===== config.mk =====
export PLATFORM = sky130hd
export DESIGN_NAME = commit_agg_table_flat
export DESIGN_NICKNAME = d
export VERILOG_FILES = /design/src/rtl/commit_agg_table_if.sv /design/src/rtl/commit_agg_table.sv /design/src/flat_wrapper.sv
export SDC_FILE = /design/constraint.sdc
export NUM_CORES = 1
export LEC_CHECK = 0
export BUFFER_PORTS_ARGS = -buffer_cell sky130_fd_sc_hd__buf_2
export CAP_MARGIN = 0
export CELL_PAD_IN_SITES_DETAIL_PLACEMENT = 0
export CELL_PAD_IN_SITES_GLOBAL_PLACEMENT = 2
export CORE_MARGIN = 2
export CORE_UTILIZATION = 42
export CTS_BUF_LIST = sky130_fd_sc_hd__clkbuf_2 sky130_fd_sc_hd__clkbuf_4 sky130_fd_sc_hd__clkbuf_8
export CTS_CLUSTER_DIAMETER = 120
export DETAILED_ROUTE_END_ITERATION = 6
export PLACE_DENSITY = 0.85
export SYNTH_ARGS = -nofsm -noshare
export SYNTH_HDL_FRONTEND = slang
export SYNTH_SLANG_ARGS = --single-unit

===== constraint.sdc =====
create_clock -name clock -period 11.1 [get_ports clock]
set_input_delay 1.11 -clock clock [delete_from_list [all_inputs] [get_ports clock]]
set_output_delay 1.11 -clock clock [all_outputs]
set_load 0.005 [all_outputs]

===== src/rtl/commit_agg_table_if.sv =====
// Handshake bundle between the MPU/TPU side and the commit aggregation table.
// Signal names match the original flat port list so existing hookups map one-to-one.
interface commit_agg_table_if #(
    parameter int NUM_TPU = 4,
    parameter int DEPTH   = 4,
    parameter int ISSUE_W = 8
);
    logic                         I_Issue_Valid;
    logic [ISSUE_W-1:0]           I_Issue_No;
    logic [NUM_TPU-1:0]           I_En_TPU;
    logic                         O_Issue_Ready;
    logic [NUM_TPU-1:0]           I_Commit;
    logic [NUM_TPU*ISSUE_W-1:0]   I_Commit_No;
    logic                         O_Commit_Valid;
    logic [ISSUE_W-1:0]           O_Commit_No;
    logic                         I_Commit_Ack;
    logic [$clog2(DEPTH+1)-1:0]   O_Count;
    logic                         O_Err;

    modport master (
        output I_Issue_Valid, I_Issue_No, I_En_TPU, I_Commit, I_Commit_No, I_Commit_Ack,
        input  O_Issue_Ready, O_Commit_Valid, O_Commit_No, O_Count, O_Err
    );

    modport slave (
        input  I_Issue_Valid, I_Issue_No, I_En_TPU, I_Commit, I_Commit_No, I_Commit_Ack,
        output O_Issue_Ready, O_Commit_Valid, O_Commit_No, O_Count, O_Err
    );
endinterface


===== src/rtl/commit_agg_table.sv =====
// Commit aggregator: tracks issued instructions, collects per-TPU commits and
// hands one aggregated commit per instruction back to the MPU over valid/ack.
module commit_agg_table #(
    parameter int NUM_TPU  = 4,
    parameter int DEPTH    = 4,
    parameter int ISSUE_W  = 8,
    parameter int IN_ORDER = 1
) (
    input  logic               clock,
    input  logic               reset,
    commit_agg_table_if.slave  bus
);
    localparam int PW = $clog2(DEPTH);
    localparam int CW = $clog2(DEPTH + 1);

    logic [DEPTH-1:0]   v;
    logic [DEPTH-1:0]   sel;
    logic [ISSUE_W-1:0] issue_no [DEPTH];
    logic [NUM_TPU-1:0] en_tpu   [DEPTH];
    logic [NUM_TPU-1:0] commit   [DEPTH];

    logic [PW-1:0]      head;
    logic [PW-1:0]      tail;
    logic [CW-1:0]      count;
    logic               out_valid;
    logic [ISSUE_W-1:0] out_no;
    logic [PW-1:0]      out_idx;
    logic               err;

    logic               alloc;
    logic [PW-1:0]      alloc_idx;
    logic               alloc_found;
    logic               load;
    logic               free;
    logic [DEPTH-1:0]   complete;
    logic               cand_valid;
    logic [PW-1:0]      cand_idx;
    logic [NUM_TPU-1:0] commit_set [DEPTH];
    logic [NUM_TPU-1:0] err_vec;
    logic               m_found;
    logic [PW-1:0]      m_idx;
    logic [PW-1:0]      probe;

    function automatic logic [PW-1:0] ptr_inc(input logic [PW-1:0] p);
        return (p == PW'(DEPTH - 1)) ? '0 : p + 1'b1;
    endfunction

    assign alloc = bus.I_Issue_Valid & (count != CW'(DEPTH));
    assign free  = out_valid & bus.I_Commit_Ack;
    assign load  = ~out_valid & cand_valid;

    assign bus.O_Issue_Ready  = (count != CW'(DEPTH));
    assign bus.O_Commit_Valid = out_valid;
    assign bus.O_Commit_No    = out_no;
    assign bus.O_Count        = count;
    assign bus.O_Err          = err;

    always_comb begin
        for (int unsigned i = 0; i < DEPTH; i++)
            complete[i] = v[i] & ~sel[i] & ((commit[i] & en_tpu[i]) == en_tpu[i]);
    end

    always_comb begin
        alloc_idx   = tail;
        alloc_found = 1'b0;
        if (IN_ORDER == 0) begin
            alloc_idx = '0;
            for (int unsigned i = 0; i < DEPTH; i++) begin
                if (!alloc_found && !v[i]) begin
                    alloc_found = 1'b1;
                    alloc_idx   = PW'(i);
                end
            end
        end
    end

    always_comb begin
        cand_valid = 1'b0;
        cand_idx   = head;
        if (IN_ORDER != 0) begin
            cand_valid = complete[head];
        end else begin
            cand_idx = '0;
            for (int unsigned i = 0; i < DEPTH; i++) begin
                if (!cand_valid && complete[i]) begin
                    cand_valid = 1'b1;
                    cand_idx   = PW'(i);
                end
            end
        end
    end

    // Each TPU lane searches independently, oldest first; a hit on an already
    // committed lane is a duplicate and must not fall through to a younger entry.
    always_comb begin
        for (int unsigned i = 0; i < DEPTH; i++)
            commit_set[i] = '0;
        err_vec = '0;
        m_found = 1'b0;
        m_idx   = '0;
        probe   = '0;
        for (int unsigned t = 0; t < NUM_TPU; t++) begin
            m_found = 1'b0;
            m_idx   = '0;
            if (bus.I_Commit[t]) begin
                for (int unsigned k = 0; k < DEPTH; k++) begin
                    probe = (IN_ORDER != 0) ? PW'((32'(head) + k) % DEPTH) : PW'(k);
                    if (!m_found && v[probe] && en_tpu[probe][t] &&
                        issue_no[probe] == bus.I_Commit_No[t*ISSUE_W +: ISSUE_W]) begin
                        m_found = 1'b1;
                        m_idx   = probe;
                    end
                end
                if (!m_found || commit[m_idx][t])
                    err_vec[t] = 1'b1;
                else
                    commit_set[m_idx][t] = 1'b1;
            end
        end
    end

    always_ff @(posedge clock or posedge reset) begin
        if (reset) begin
            v         <= '0;
            sel       <= '0;
            head      <= '0;
            tail      <= '0;
            count     <= '0;
            out_valid <= 1'b0;
            out_no    <= '0;
            out_idx   <= '0;
            err       <= 1'b0;
            for (int unsigned i = 0; i < DEPTH; i++) begin
                issue_no[i] <= '0;
                en_tpu[i]   <= '0;
                commit[i]   <= '0;
            end
        end else begin
            err <= |err_vec;
            for (int unsigned i = 0; i < DEPTH; i++)
                commit[i] <= commit[i] | commit_set[i];
            if (alloc) begin
                v[alloc_idx]        <= 1'b1;
                sel[alloc_idx]      <= 1'b0;
                issue_no[alloc_idx] <= bus.I_Issue_No;
                en_tpu[alloc_idx]   <= bus.I_En_TPU;
                commit[alloc_idx]   <= '0;
                if (IN_ORDER != 0)
                    tail <= ptr_inc(tail);
            end
            if (load) begin
                sel[cand_idx] <= 1'b1;
                out_valid     <= 1'b1;
                out_no        <= issue_no[cand_idx];
                out_idx       <= cand_idx;
            end
            if (free) begin
                v[out_idx]   <= 1'b0;
                sel[out_idx] <= 1'b0;
                out_valid    <= 1'b0;
                if (IN_ORDER != 0)
                    head <= ptr_inc(head);
            end
            count <= count + CW'(alloc) - CW'(free);
        end
    end
endmodule

===== src/flat_wrapper.sv =====
// flat-port wrapper written by rule: the top's interface ports become plain ports
module commit_agg_table_flat 
#(
    parameter int NUM_TPU  = 4,
    parameter int DEPTH    = 4,
    parameter int ISSUE_W  = 8,
    parameter int IN_ORDER = 1
)
  (clock, reset, bus_I_Issue_Valid, bus_I_Issue_No, bus_I_En_TPU, bus_I_Commit, bus_I_Commit_No, bus_I_Commit_Ack, bus_O_Issue_Ready, bus_O_Commit_Valid, bus_O_Commit_No, bus_O_Count, bus_O_Err);
  commit_agg_table_if #(.NUM_TPU(NUM_TPU), .DEPTH(DEPTH), .ISSUE_W(ISSUE_W)) bus_i ();
  input  logic clock;
  input  logic reset;
  input wire logic [$bits(bus_i.I_Issue_Valid)-1:0] bus_I_Issue_Valid;
  input wire logic [$bits(bus_i.I_Issue_No)-1:0] bus_I_Issue_No;
  input wire logic [$bits(bus_i.I_En_TPU)-1:0] bus_I_En_TPU;
  input wire logic [$bits(bus_i.I_Commit)-1:0] bus_I_Commit;
  input wire logic [$bits(bus_i.I_Commit_No)-1:0] bus_I_Commit_No;
  input wire logic [$bits(bus_i.I_Commit_Ack)-1:0] bus_I_Commit_Ack;
  output wire logic [$bits(bus_i.O_Issue_Ready)-1:0] bus_O_Issue_Ready;
  output wire logic [$bits(bus_i.O_Commit_Valid)-1:0] bus_O_Commit_Valid;
  output wire logic [$bits(bus_i.O_Commit_No)-1:0] bus_O_Commit_No;
  output wire logic [$bits(bus_i.O_Count)-1:0] bus_O_Count;
  output wire logic [$bits(bus_i.O_Err)-1:0] bus_O_Err;
  assign bus_i.I_Issue_Valid = bus_I_Issue_Valid;
  assign bus_i.I_Issue_No = bus_I_Issue_No;
  assign bus_i.I_En_TPU = bus_I_En_TPU;
  assign bus_i.I_Commit = bus_I_Commit;
  assign bus_i.I_Commit_No = bus_I_Commit_No;
  assign bus_i.I_Commit_Ack = bus_I_Commit_Ack;
  assign bus_O_Issue_Ready = bus_i.O_Issue_Ready;
  assign bus_O_Commit_Valid = bus_i.O_Commit_Valid;
  assign bus_O_Commit_No = bus_i.O_Commit_No;
  assign bus_O_Count = bus_i.O_Count;
  assign bus_O_Err = bus_i.O_Err;
  commit_agg_table #(.NUM_TPU(NUM_TPU), .DEPTH(DEPTH), .ISSUE_W(ISSUE_W), .IN_ORDER(IN_ORDER)) u_core (.clock(clock), .reset(reset), .bus(bus_i));
endmodule

# == Word-level counts from Yosys, hierarchy flattened ==
# Index checks and enable logic that the tools add are counted.
# totals
register_bits,91
output_inout_bits,14
word_cells,337
# op_classes
n_eq_ne,23
n_reduce_logical,74
magnitude_cmp,23
n_bitwise,45
n_addsub,7
muxes,144
# ops
op,count
2-to-1 mux 16 bit,9
equality test 8 bit,16
2-to-1 mux 8 bit,9
2-to-1 mux 4 bit,17
binary-select mux 4 bit (select 2 bit),8
binary-select mux 8 bit (select 2 bit),4
2-to-1 mux 1 bit,53
logical AND 1 bit,52
2-to-1 mux 2 bit,25
OR 16 bit,3
demux 4 bit (select 2 bit),5
bitwise mux 32 bit,1
AND 4 bit,7
>= comparator 3 bit (second input constant),9
inverter 2 -> 3 bit,9
OR 4 bit,6
< comparator 2 x 3 -> 1 bit (second input constant),6
AND 16 bit,1
bitwise mux 16 bit,1
demux 8 bit (select 2 bit),1
equality test 4 bit,4
zero test 1 bit,16
inverter 16 bit,1
< comparator 3 x 1 -> 1 bit (second input constant),5
16 further kinds,48

# == Depth between registers and ports, before layout ==
# logic_depth
word_depth,45
depth_mapped,23

# == Least setup slack after synthesis ==
# OpenSTA, ideal clock, no wires.
# synth_timing
kind,reg-to-reg
start,"register u_core.head[0], in the netlist u_core.cand_idx[0]"
end,"register u_core.err, in the netlist u_core.bus.O_Err"
path_stages_with_launch,23
arrival_ns,4.736
setup_slack_ns,6.230
setup_time_ns,0.135
n_path_buf,10
required_ns,10.965
path_cell_list,dfrtp_1 -> buf_6 -> buf_6 -> inv_2 -> clkbuf_1 -> buf_1 -> clkbuf_1 -> ha_1 -> buf_4 -> buf_4 -> buf_4 -> buf_4 -> buf_6 -> mux2i_1 -> a222oi_1 -> a21oi_1 -> a211o_1 -> nor2_1 -> nor3_1 -> o211a_1 -> o31ai_1 -> a2bb2oi_1 -> nand4_1
# synth_via
elab_chain_len,34
elab_cells_between_ends,196
classes_between,3 x add/sub; 16 x eq/ne; 104 x mux; 8 x bitwise; 65 x reduce/logical
# synth_rtl
element,line_no,text
start: declaration,commit_agg_table.sv:22,logic [PW-1:0] head;
start signal: assignment,commit_agg_table.sv:162,head <= ptr_inc(head);
inverter 2 -> 3 bit (not written as such),"commit_agg_table.sv:108, commit_agg_table.sv:109",
binary-select mux 8 bit (select 2 bit) or binary-select mux 4 bit (select 2 bit) (tied branches),"commit_agg_table.sv:109, commit_agg_table.sv:108",
2-to-1 mux 8 bit (not written as such) or 2-to-1 mux 4 bit (tied branches) (2 in a row),"commit_agg_table.sv:109, commit_agg_table.sv:108",
equality test 8 bit or logical AND 1 bit (tied branches),"commit_agg_table.sv:109, commit_agg_table.sv:108",
logical AND 1 bit,commit_agg_table.sv:108,if (!m_found && v[probe] && en_tpu[probe][t] &&
2-to-1 mux 1 bit,commit_agg_table.sv:108,
2-to-1 mux 1 bit,commit_agg_table.sv:105,if (bus.I_Commit[t]) begin
zero test 1 bit,commit_agg_table.sv:108,
[... 16 more ...],n/a,
2-to-1 mux 2 bit,commit_agg_table.sv:105,
inverter 2 -> 3 bit (not written as such),commit_agg_table.sv:114,if (!m_found || commit[m_idx][t])
binary-select mux 4 bit (select 2 bit),commit_agg_table.sv:114,
"2-to-1 mux 1 bit (not written as such), or another cell as far along (2 in a row)",commit_agg_table.sv:114,
logical OR 1 bit,commit_agg_table.sv:114,
2-to-1 mux 1 bit,commit_agg_table.sv:114,
2-to-1 mux 1 bit,commit_agg_table.sv:105,
OR reduction 4 bit (*),commit_agg_table.sv:139,err <= |err_vec;
end signal: assignment,commit_agg_table.sv:139,
end: declaration,commit_agg_table.sv:28,logic err;
# Mark *: on every way between the ends. The rest lies on a longest branch, timed or not. The select of a mux whose other input is x is not followed.
# A chain may end at the register's enable or synchronous reset.

# == Worst setup path in the final report ==
# Same ends and word-level chain as after synthesis.

==> results.yml <==
outcome:
  status: "complete, no violations"
layout:
  drive_gt1_frac: 0.173
  nNetsFinal: 1063
  antenna_cells: 0
  area_growth_pct: 6.78
clock_tree:
  htreeDepth: 3
  cts_tree: "done"
  cts_setup_buffers: 0
  ctsResizeCount: 0
  clockBufferDepth: 2
  insertion_delay_ns: 0.41
  clk_pin_slew_ns: 0.10
  hold_buffers: 0
  cts_buffers: 9
  cts-root-buf: "clkbuf_8"
  clock_sinks: 91
timing:
  report.final.slew_viol_count: 0
  rsz0062_at_grt: "false"
  setup_viol: 0
  relSlewSlack: 0.258
  final-hold-violation-count: 0
  tns_ns: 0
  tightest_slew_ns: 1.11
  post-route-min-period_ns: 5.02
  max_freq_ghz: 0.199
  post-route-period-util: 0.452
  fin_skew_ns: 0.0154
die:
  core_area_um2: 20300
  start_util: 0.431
  die_area_um2: 22000
  ioPinCount: 66
  fp.dieH_um: 148
  num_rows: 52
  die_w_um: 148
yosys:
  avgSynthCellArea_um2: 8.83
  seq_area_frac_synth: 0.261
  synth_edf_count: 0
  synth_top_family_by_area: "simple AND/OR/NAND/NOR gates"
  synth_compound_area_frac: 0.150
  async_flop_share: 1.00
  synth_cells: 990
  synth-main-ff-cell: "dfrtp_1"
  ys_ff_latch: 91
  synth_fa_ha_area_frac: 0.0166
  synth_xor_area_frac: 0.129
  syn_area_um2: 8740
  yosysWarnings: 0
  synthMuxAreaShare: 0.186
  synthSimpleGateAreaFrac: 0.198
  synth_cell_types: 86
  synth_nets: 1053
route:
  wirelength_um: 31000
  vias_per_cell: 6.28
  drt_first_pass_iters: 5
  drt-initial-drc-count: 820
  ant_nets: 0
  vias: 8012
  route.detailed.drc: 0
  route.met3.wl_um: 2470
  wl_met1_um: 14000
  wire_per_inst_um: 24.3
  highest_layer: "met4"
  wl_met2_um: 13900
place:
  place_congestion: 0.949
  port-buffer-count: 65
  dp_hpwl_um: 23000
global_routing:
  antenna_found_initial: 0
  first_global_vias: 7570
  grt_pass1_wl_um: 46800
  grt_use_total: 0.285
  gr-total-overflow: 0
  grt_max_degree: 59
worst_setup_path:
  cp_max_fo: 39
  crit_type: "reg2reg"
  worstPathArrival_ns: 5.29
  required_ns: 11.37
  r2r_setup_slack_ns: 6.08
  start_kind: "flip-flop"
  cp-end-kind: "flip-flop"
pwr:
  switchingPower_mw: 1.67
  pwr-share-clk: 0.080
  ir_worst_vdd_uv: 179
  switching_share: 0.522
  p_int_mw: 1.53
  power_frac_comb: 0.698
  total_power_mw: 3.21
  leakagePower_nw: 3.77
  power.density_nw_per_um2: 344
  p_seq_frac: 0.222
job:
  cap_violations: 0
worst_hold_path:
  hold_path_class: "reg2reg"
-- layout make-up --
cell class / count / area [um^2]
clock buffers: 9 / 124
clock inverters: 7 / 92.6
fillers: 2095 / 11000
inverters: 38 / 145
multi-input cells: 786 / 5960
flip-flops and latches: 91 / 2280
well taps: 270 / 338
repair buffers: 74 / 393
-- stage by stage --
step | hold WS, ns | utilization | instance area (um^2) | setup slack [ns] | std cells
6_report | 0.511 | 0.460 | 9330 | 6.08 | 1275
5_1_grt | 0.525 | 0.460 | 9330 | 5.71 | 1275
4_1_cts | 0.515 | 0.460 | 9330 | 6.11 | 1275
3_5_place_dp | 0.491 | 0.449 | 9120 | 6.14 | 1259
3_3_place_gp | 0.485 | 0.449 | 9120 | 6.17 | 1259
2_1_floorplan | 0.484 | - | 8740 | 6.23 | 990
-- registers in the layout, indices dropped and copies added (netlist names) --
register	count
u_core.sel	4
u_core.commit	16
u_core.cand_idx	2
u_core.bus.O_Commit_No	8
u_core.en_tpu	16
u_core.issue_no	32
u_core.bus.O_Count	3
u_core.alloc_idx	2
u_core.out_idx	2
u_core.bus.O_Err	1
u_core.bus.O_Commit_Valid	1
u_core.v	4
-- cells in the final DEF (no fill, tap or decap), drive strengths merged, types with 5 or more instances in the layout --
master	synthesis	final
and3	8	8
a22o	5	5
nor2	47	47
mux2	17	17
nand4	18	18
a21oi	29	29
a31oi	9	9
inv	38	41
xnor2	106	106
buf	34	74
a22oi	7	7
o22ai	10	10
or2	5	5
dfrtp	91	91
mux4	43	43
ha	10	10
nand2	175	175
a211oi	5	5
nor4b	8	8
or4	5	5
nor3	17	17
xor2	22	22
clkbuf	41	9
nor2b	7	7
nor4	11	11
mux2i	45	45
nand2b	8	8
o2bb2ai	6	6
o2111ai	5	5
o211ai	12	12
o21ai	34	34
nand3	28	28
or3	6	6
a21o	7	7
-- synthesized netlist by cell type, types with 11 or more instances --
cell	number	area, um^2
nand2_1	174	653
nor4_1	11	68.8
inv_1	37	139
clkbuf_1	41	154
xor2_1	22	193
o21ai_0	34	170
xnor2_1	105	920
a21oi_1	28	140
nand4_1	18	113
dfrtp_1	91	2280
nand3_1	28	140
nor3_1	16	80.1
mux4_2	43	968
mux2_2	17	191
nor2_1	47	176
o211ai_1	11	82.6
mux2i_1	43	430
-- power by group through the flow --
| stage | clock network, mW | registers, mW | logic (mW) |
|---|---|---|---|
| floorplan | 0 | 0.600 | 1.73 |
| global placement | 0 | 0.708 | 2.19 |
| detailed placement | 0 | 0.711 | 2.19 |
| CTS | 0.263 | 0.704 | 2.20 |
| global route | 0.274 | 0.734 | 2.40 |
| finish | 0.256 | 0.713 | 2.24 |
-- metal layers --
layer	GRT usage	vias to the layer above
met5	0	-
met4	0.0771	0
met3	0.0607	45
met2	0.437	349
met1	0.409	4025
li1	-	3593
-- final timing paths --
kind                                           start                         to  cells past startpoint
min                        u_core.bus.O_Commit_No[6]  u_core.bus.O_Commit_No[6]                      1
min in group asynchronous                      reset        u_core.issue_no[19]                      2
min reg2reg                u_core.bus.O_Commit_No[6]  u_core.bus.O_Commit_No[6]                      1
max reg2reg                       u_core.cand_idx[0]           u_core.bus.O_Err                     13
max                               u_core.cand_idx[0]           u_core.bus.O_Err                     13
max in group asynchronous                      reset         u_core.cand_idx[0]                      3
-- critical path, cell delays in order (launching register included) --
cell       delay [ns]
dfrtp_4          0.75
inv_2            0.11
ha_4             0.57
buf_4            0.54
mux2i_1          0.44
o2bb2ai_1        0.12
mux2i_1          0.19
nand4_1          0.13
nor4b_1          0.66
a21oi_1          0.20
or2_2            0.39
a311o_1          0.37
o211ai_1         0.25
nand4_1          0.12
-- cell families (layout without fill, tap and decap cells) --
group / count (synthesis) / in the layout
adders and majority gates: 11 / 11
buffers and inverters: 113 / 128
xor gates and xnor gates: 128 / 128
muxes: 105 / 105
DFF: 91 / 91
and+or+nand+nor: 361 / 361
AOI/OAI and AO/OA: 181 / 181
(Power assumes the default switching activity.)
